File: src/rtl/lea_round_ctrl.sv
// lea_round_ctrl
// Round sequencer for the LEA block-cipher datapath. A start request latches
// the round count for the selected key size, pulses load_en for one cycle,
// issues one rnd_en per cycle with its round index, then holds out_valid
// until the consumer accepts the block.
//
// State  | meaning
// -------+-----------------------------------------------------------
// IDLE   | waiting for start; key_len=11 raises err
// LOAD   | load_en pulse, plaintext and key enter the datapath
// ROUND  | rnd_en every cycle, rnd_idx 0..N-1, last_rnd on N-1
// DONE   | out_valid held until out_ready_i
//
// Ports
//   clk_i        system clock, rising edge
//   rst_i        synchronous active-high reset, overrides every input
//   start_i      begin one block operation (sampled in IDLE only)
//   key_len_i    00=128, 01=192, 10=256, 11=reserved (sampled with start)
//   abort_i      synchronous cancel back to IDLE
//   out_ready_i  consumer accepts the finished block (used in DONE only)
//   busy_o       high in every state except IDLE
//   load_en_o    one-cycle datapath load pulse
//   rnd_en_o     advance datapath by one round
//   rnd_idx_o    index of the round being executed
//   last_rnd_o   high with rnd_en_o on round N-1
//   out_valid_o  result valid, held until accepted
//   err_o        one-cycle pulse for a start with key_len=11; registered,
//                so it appears in the cycle after the start cycle
//
// Every output is a flop; there is no combinational input-to-output path.

module lea_round_ctrl #(
    parameter int RND_W = 5,
    parameter int NR128 = 24,
    parameter int NR192 = 28,
    parameter int NR256 = 32
) (
    input  logic             clk_i,
    input  logic             rst_i,
    input  logic             start_i,
    input  logic [1:0]       key_len_i,
    input  logic             abort_i,
    input  logic             out_ready_i,
    output logic             busy_o,
    output logic             load_en_o,
    output logic             rnd_en_o,
    output logic [RND_W-1:0] rnd_idx_o,
    output logic             last_rnd_o,
    output logic             out_valid_o,
    output logic             err_o
);

    typedef enum logic [1:0] {
        S_IDLE  = 2'd0,
        S_LOAD  = 2'd1,
        S_ROUND = 2'd2,
        S_DONE  = 2'd3
    } state_t;

    state_t           state_q, state_d;
    logic [RND_W-1:0] idx_q, idx_d;
    // Latched as N-1 so the terminal compare needs no subtractor and the
    // 32-round case still fits in RND_W bits.
    logic [RND_W-1:0] lastidx_q, lastidx_d;
    logic             err_d;

    logic busy_q, load_en_q, rnd_en_q, last_rnd_q, out_valid_q, err_q;

    always_comb begin
        state_d   = state_q;
        idx_d     = idx_q;
        lastidx_d = lastidx_q;
        err_d     = 1'b0;
        case (state_q)
            S_IDLE: begin
                // abort in IDLE suppresses a simultaneous start (and its err)
                if (start_i && !abort_i) begin
                    case (key_len_i)
                        2'b00: begin
                            lastidx_d = RND_W'(NR128 - 1);
                            state_d   = S_LOAD;
                        end
                        2'b01: begin
                            lastidx_d = RND_W'(NR192 - 1);
                            state_d   = S_LOAD;
                        end
                        2'b10: begin
                            lastidx_d = RND_W'(NR256 - 1);
                            state_d   = S_LOAD;
                        end
                        default: err_d = 1'b1;
                    endcase
                end
            end
            S_LOAD: begin
                idx_d   = '0;
                state_d = S_ROUND;
            end
            S_ROUND: begin
                if (idx_q == lastidx_q) begin
                    idx_d   = '0;
                    state_d = S_DONE;
                end else begin
                    idx_d = idx_q + RND_W'(1);
                end
            end
            S_DONE: begin
                if (out_ready_i) state_d = S_IDLE;
            end
            default: begin
                idx_d   = '0;
                state_d = S_IDLE;
            end
        endcase
        if (abort_i && (state_q != S_IDLE)) begin
            state_d = S_IDLE;
            idx_d   = '0;
        end
    end

    // Outputs are registered from the next-state values so each one lines up
    // with the state it describes.
    always_ff @(posedge clk_i) begin
        if (rst_i) begin
            state_q     <= S_IDLE;
            idx_q       <= '0;
            lastidx_q   <= RND_W'(NR128 - 1);
            busy_q      <= 1'b0;
            load_en_q   <= 1'b0;
            rnd_en_q    <= 1'b0;
            last_rnd_q  <= 1'b0;
            out_valid_q <= 1'b0;
            err_q       <= 1'b0;
        end else begin
            state_q     <= state_d;
            idx_q       <= idx_d;
            lastidx_q   <= lastidx_d;
            busy_q      <= (state_d != S_IDLE);
            load_en_q   <= (state_d == S_LOAD);
            rnd_en_q    <= (state_d == S_ROUND);
            last_rnd_q  <= (state_d == S_ROUND) && (idx_d == lastidx_d);
            out_valid_q <= (state_d == S_DONE);
            err_q       <= err_d;
        end
    end

    assign busy_o      = busy_q;
    assign load_en_o   = load_en_q;
    assign rnd_en_o    = rnd_en_q;
    assign rnd_idx_o   = idx_q;
    assign last_rnd_o  = last_rnd_q;
    assign out_valid_o = out_valid_q;
    assign err_o       = err_q;

endmodule
File: config.mk
export PLATFORM = sky130hd
export DESIGN_NAME = lea_round_ctrl
export DESIGN_NICKNAME = d
export VERILOG_FILES = /design/src/rtl/lea_round_ctrl.sv
export SDC_FILE = /design/constraint.sdc
export NUM_CORES = 1
export LEC_CHECK = 0
export ABC_CLOCK_PERIOD_IN_PS = 3200
export CAP_MARGIN = 20
export CORE_ASPECT_RATIO = 1.4
export CORE_MARGIN = 5
export CORE_UTILIZATION = 56
export CTS_CLUSTER_SIZE = 30
export DETAILED_ROUTE_END_ITERATION = 7
export PLACE_DENSITY_LB_ADDON = 0.12
export SYNTH_ARGS = -nofsm -noshare
export SYNTH_HDL_FRONTEND = slang
export SYNTH_SLANG_ARGS = --single-unit
File: constraint.sdc
create_clock -name clk_i -period 3.2 [get_ports clk_i]
set_clock_uncertainty 0.1 [all_clocks]
set_input_delay 0.64 -clock clk_i [delete_from_list [all_inputs] [get_ports clk_i]]
set_output_delay 0.64 -clock clk_i [all_outputs]
set_load 0.05 [all_outputs]
==> results.yml <==
synth:
  synth_top_family_by_area: "simple AND/OR/NAND/NOR gates"
  synthFlopType: "dfxtp_1"
  synth.ff_latch_count: 18
  synthDistinctLibCells: 38
  yosys.area_share.simple_pct: 25.8
  synthXorXnorAreaFrac_pct: 8.78
  synth_edf_count: 0
  synth_nets: 140
  syn-instance-count: 124
  synthArstFlopShare_pct: 0
  synthesis.area_mm2: 0.00110
  synth-adder-area-share_pct: 10.3
  yosysSeqAreaShare_pct: 32.8
  synth_compound_area_share_pct: 17.0
  synth_mux_area_share_pct: 1.82
  syn-mean-instance-area_um2: 8.85
  yosysWarnings: 0
outcome:
  status: "completed"
worst_setup_path:
  crit_arrival_ns: 2.70
  crit_path_start_kind: "flop"
  cp_slowest_stage_delay_ns: 0.52
  path_depth: 8
  required_ns: 3.32
  rr_worst_depth: 8
  end_kind: "flop"
  cp_slowest_cell: "ha_1"
  critPathMaxFanout: 15
  path_cells: "inv_1 -> ha_1 -> a21oi_1 -> nor2b_1 -> a31oi_4 -> xnor2_1 -> o31a_1 -> nor4b_2"
  critPathBufInv: 1
  cp_top_family: "compound AO/OA/AOI/OAI gates"
  critical_path_class: "flop to flop"
cts:
  holdBufCountCts: 0
  numClockSinks: 18
  htreeDepth: 1
  cts-resized-gates: 0
  clk_pin_slew_ns: 0.11
  cts-buffers-inserted: 3
  cts_tree: "yes"
  cts_root_buffer: "clkbuf_4"
  clkLatencyLatePin_ns: 0.31
  clockBufferDepth: 2
  postCtsSetupBuffers: 0
detailed_routing:
  wl_met1_mm: 1.02
  vias_per_cell: 5.64
  wire_per_inst_um: 14.1
  ant_nets: 0
  drc: 0
  dr.pass1.iters: 4
  dr_wl_met3_um: 91
  vias: 930
  totalWireLength_mm: 2.33
  topRoutingLayerUsed: "met4"
  routed-wl-met2_mm: 1.15
  drt_iter0_drc: 18
die:
  io-pin-count: 18
  core-area_mm2: 0.00193
  row_count: 19
  dieWidth_um: 47.4
  dieArea_mm2: 0.00296
  chipHeight_um: 62.4
  start_util_pct: 57.0
cells_and_area:
  nets: 161
  final_common_cell: "dfxtp_1"
  layout-drive-gt1-share_pct: 7.64
  fin_area_mm2: 0.00133
  final_cell_mix: "dfxtp_1 (18), clkdlybuf4s50_1 (17), nand2_1 (10)"
  fin_util_pct: 69.0
  syn_to_final_growth_pct: 21.1
  n_antenna_cell: 0
hold_path:
  worstHoldPathType: "flop to flop"
  hold_depth: 1
placed_design:
  port_buffers: 17
  place_ws_ns: 0.462
  dp_hpwl_mm: 1.78
  place_congestion: 0.835
  dpl_cell_area_mm2: 0.00129
grt:
  grt_max_degree: 16
  grt_overflow: 0
  grt_pass1_vias: 860
  grt_usage_pct: 18.6
  grt_pass1_wl_mm: 3.94
  antenna_found_initial: 0
timing:
  fmax_mhz: 388
  max_slew.worst_pin.slew_ns: 0.551
  fin_crit_ns: 2.58
  period_share_pct: 80.6
  worst_slack_ns: 0.621
  drv_slew: 0
  slew_headroom_pct: 63.1
  whs_ns: 0.438
  rsz0062_at_grt: "false"
  hold_viol: 0
  setup_viol: 0
  tns_ns: 0
pwr:
  p_per_area_mw_per_mm2: 337
  power_leakage_nw: 0.508
  ir_worst_vdd_v: 0.000292
job:
  cap_violations: 0
layout make-up:
cell class	count	area, um^2
sequential	18	360
inverter	8	30.0
multi-input combinational	96	698
tap	21	26.3
clock buffer	4	36.3
fill	158	597
timing repair buffer	18	178
cells in the mapped netlist, drive strengths merged, types with 2 or more instances:
cell / instances / area (um^2)
nand2: 10 / 37.5
or2: 2 / 15.0
nor2b: 4 / 25.0
inv: 8 / 30.0
dfxtp: 18 / 360
a31oi: 2 / 27.5
nand3: 5 / 30.0
mux2i: 2 / 20.0
nor2: 9 / 33.8
a21oi: 7 / 35.0
o21ai: 7 / 38.8
xnor2: 9 / 78.8
and2: 2 / 12.5
nand2b: 7 / 43.8
o211ai: 3 / 22.5
or3: 3 / 18.8
xor2: 2 / 17.5
ha: 9 / 113
through the flow:
stage	cells	total power, mW
final	165	0.447
after global routing	165	0.476
after global placement	161	0.304
after detailed placement	161	0.306
after CTS	165	0.452
after floorplan	124	0.283
final timing paths:
path / slack [ns] / endpoint / start
min: 0.44 / lastidx_q[1] / lastidx_q[1]
max reg2reg: 0.62 / last_rnd_o / state_q[0]
min reg2reg: 0.44 / lastidx_q[1] / lastidx_q[1]
max: 0.62 / last_rnd_o / state_q[0]
cell families after synthesis:
kind of cell / after synthesis
compound gates: 24
xor+xnor: 11
fa+ha+maj: 9
buf+inv: 10
flops: 18
mux: 2
simple gates: 50
where the power goes:
group	switching [mW]	internal (mW)	total, mW
sequential	0.00319	0.229	0.232
clock	0.0769	0.0695	0.146
combinational	0.0414	0.0273	0.0687
worst register-to-register path, stage by stage (launching register included):
cell and delay [ns]:
dfxtp_1 0.40, inv_1 0.12, ha_1 0.52, a21oi_1 0.40, nor2b_1 0.26, a31oi_4 0.06, xnor2_1 0.14, o31a_1 0.25
nor4b_2 0.24
metal layers:
metal	GRT usage [%]	vias up
met5	0	-
met4	10.4	0
met3	2.59	5
met2	29.2	20
met1	23.0	440
li1	-	465
Note: power is estimated with default switching activity, not from simulation.
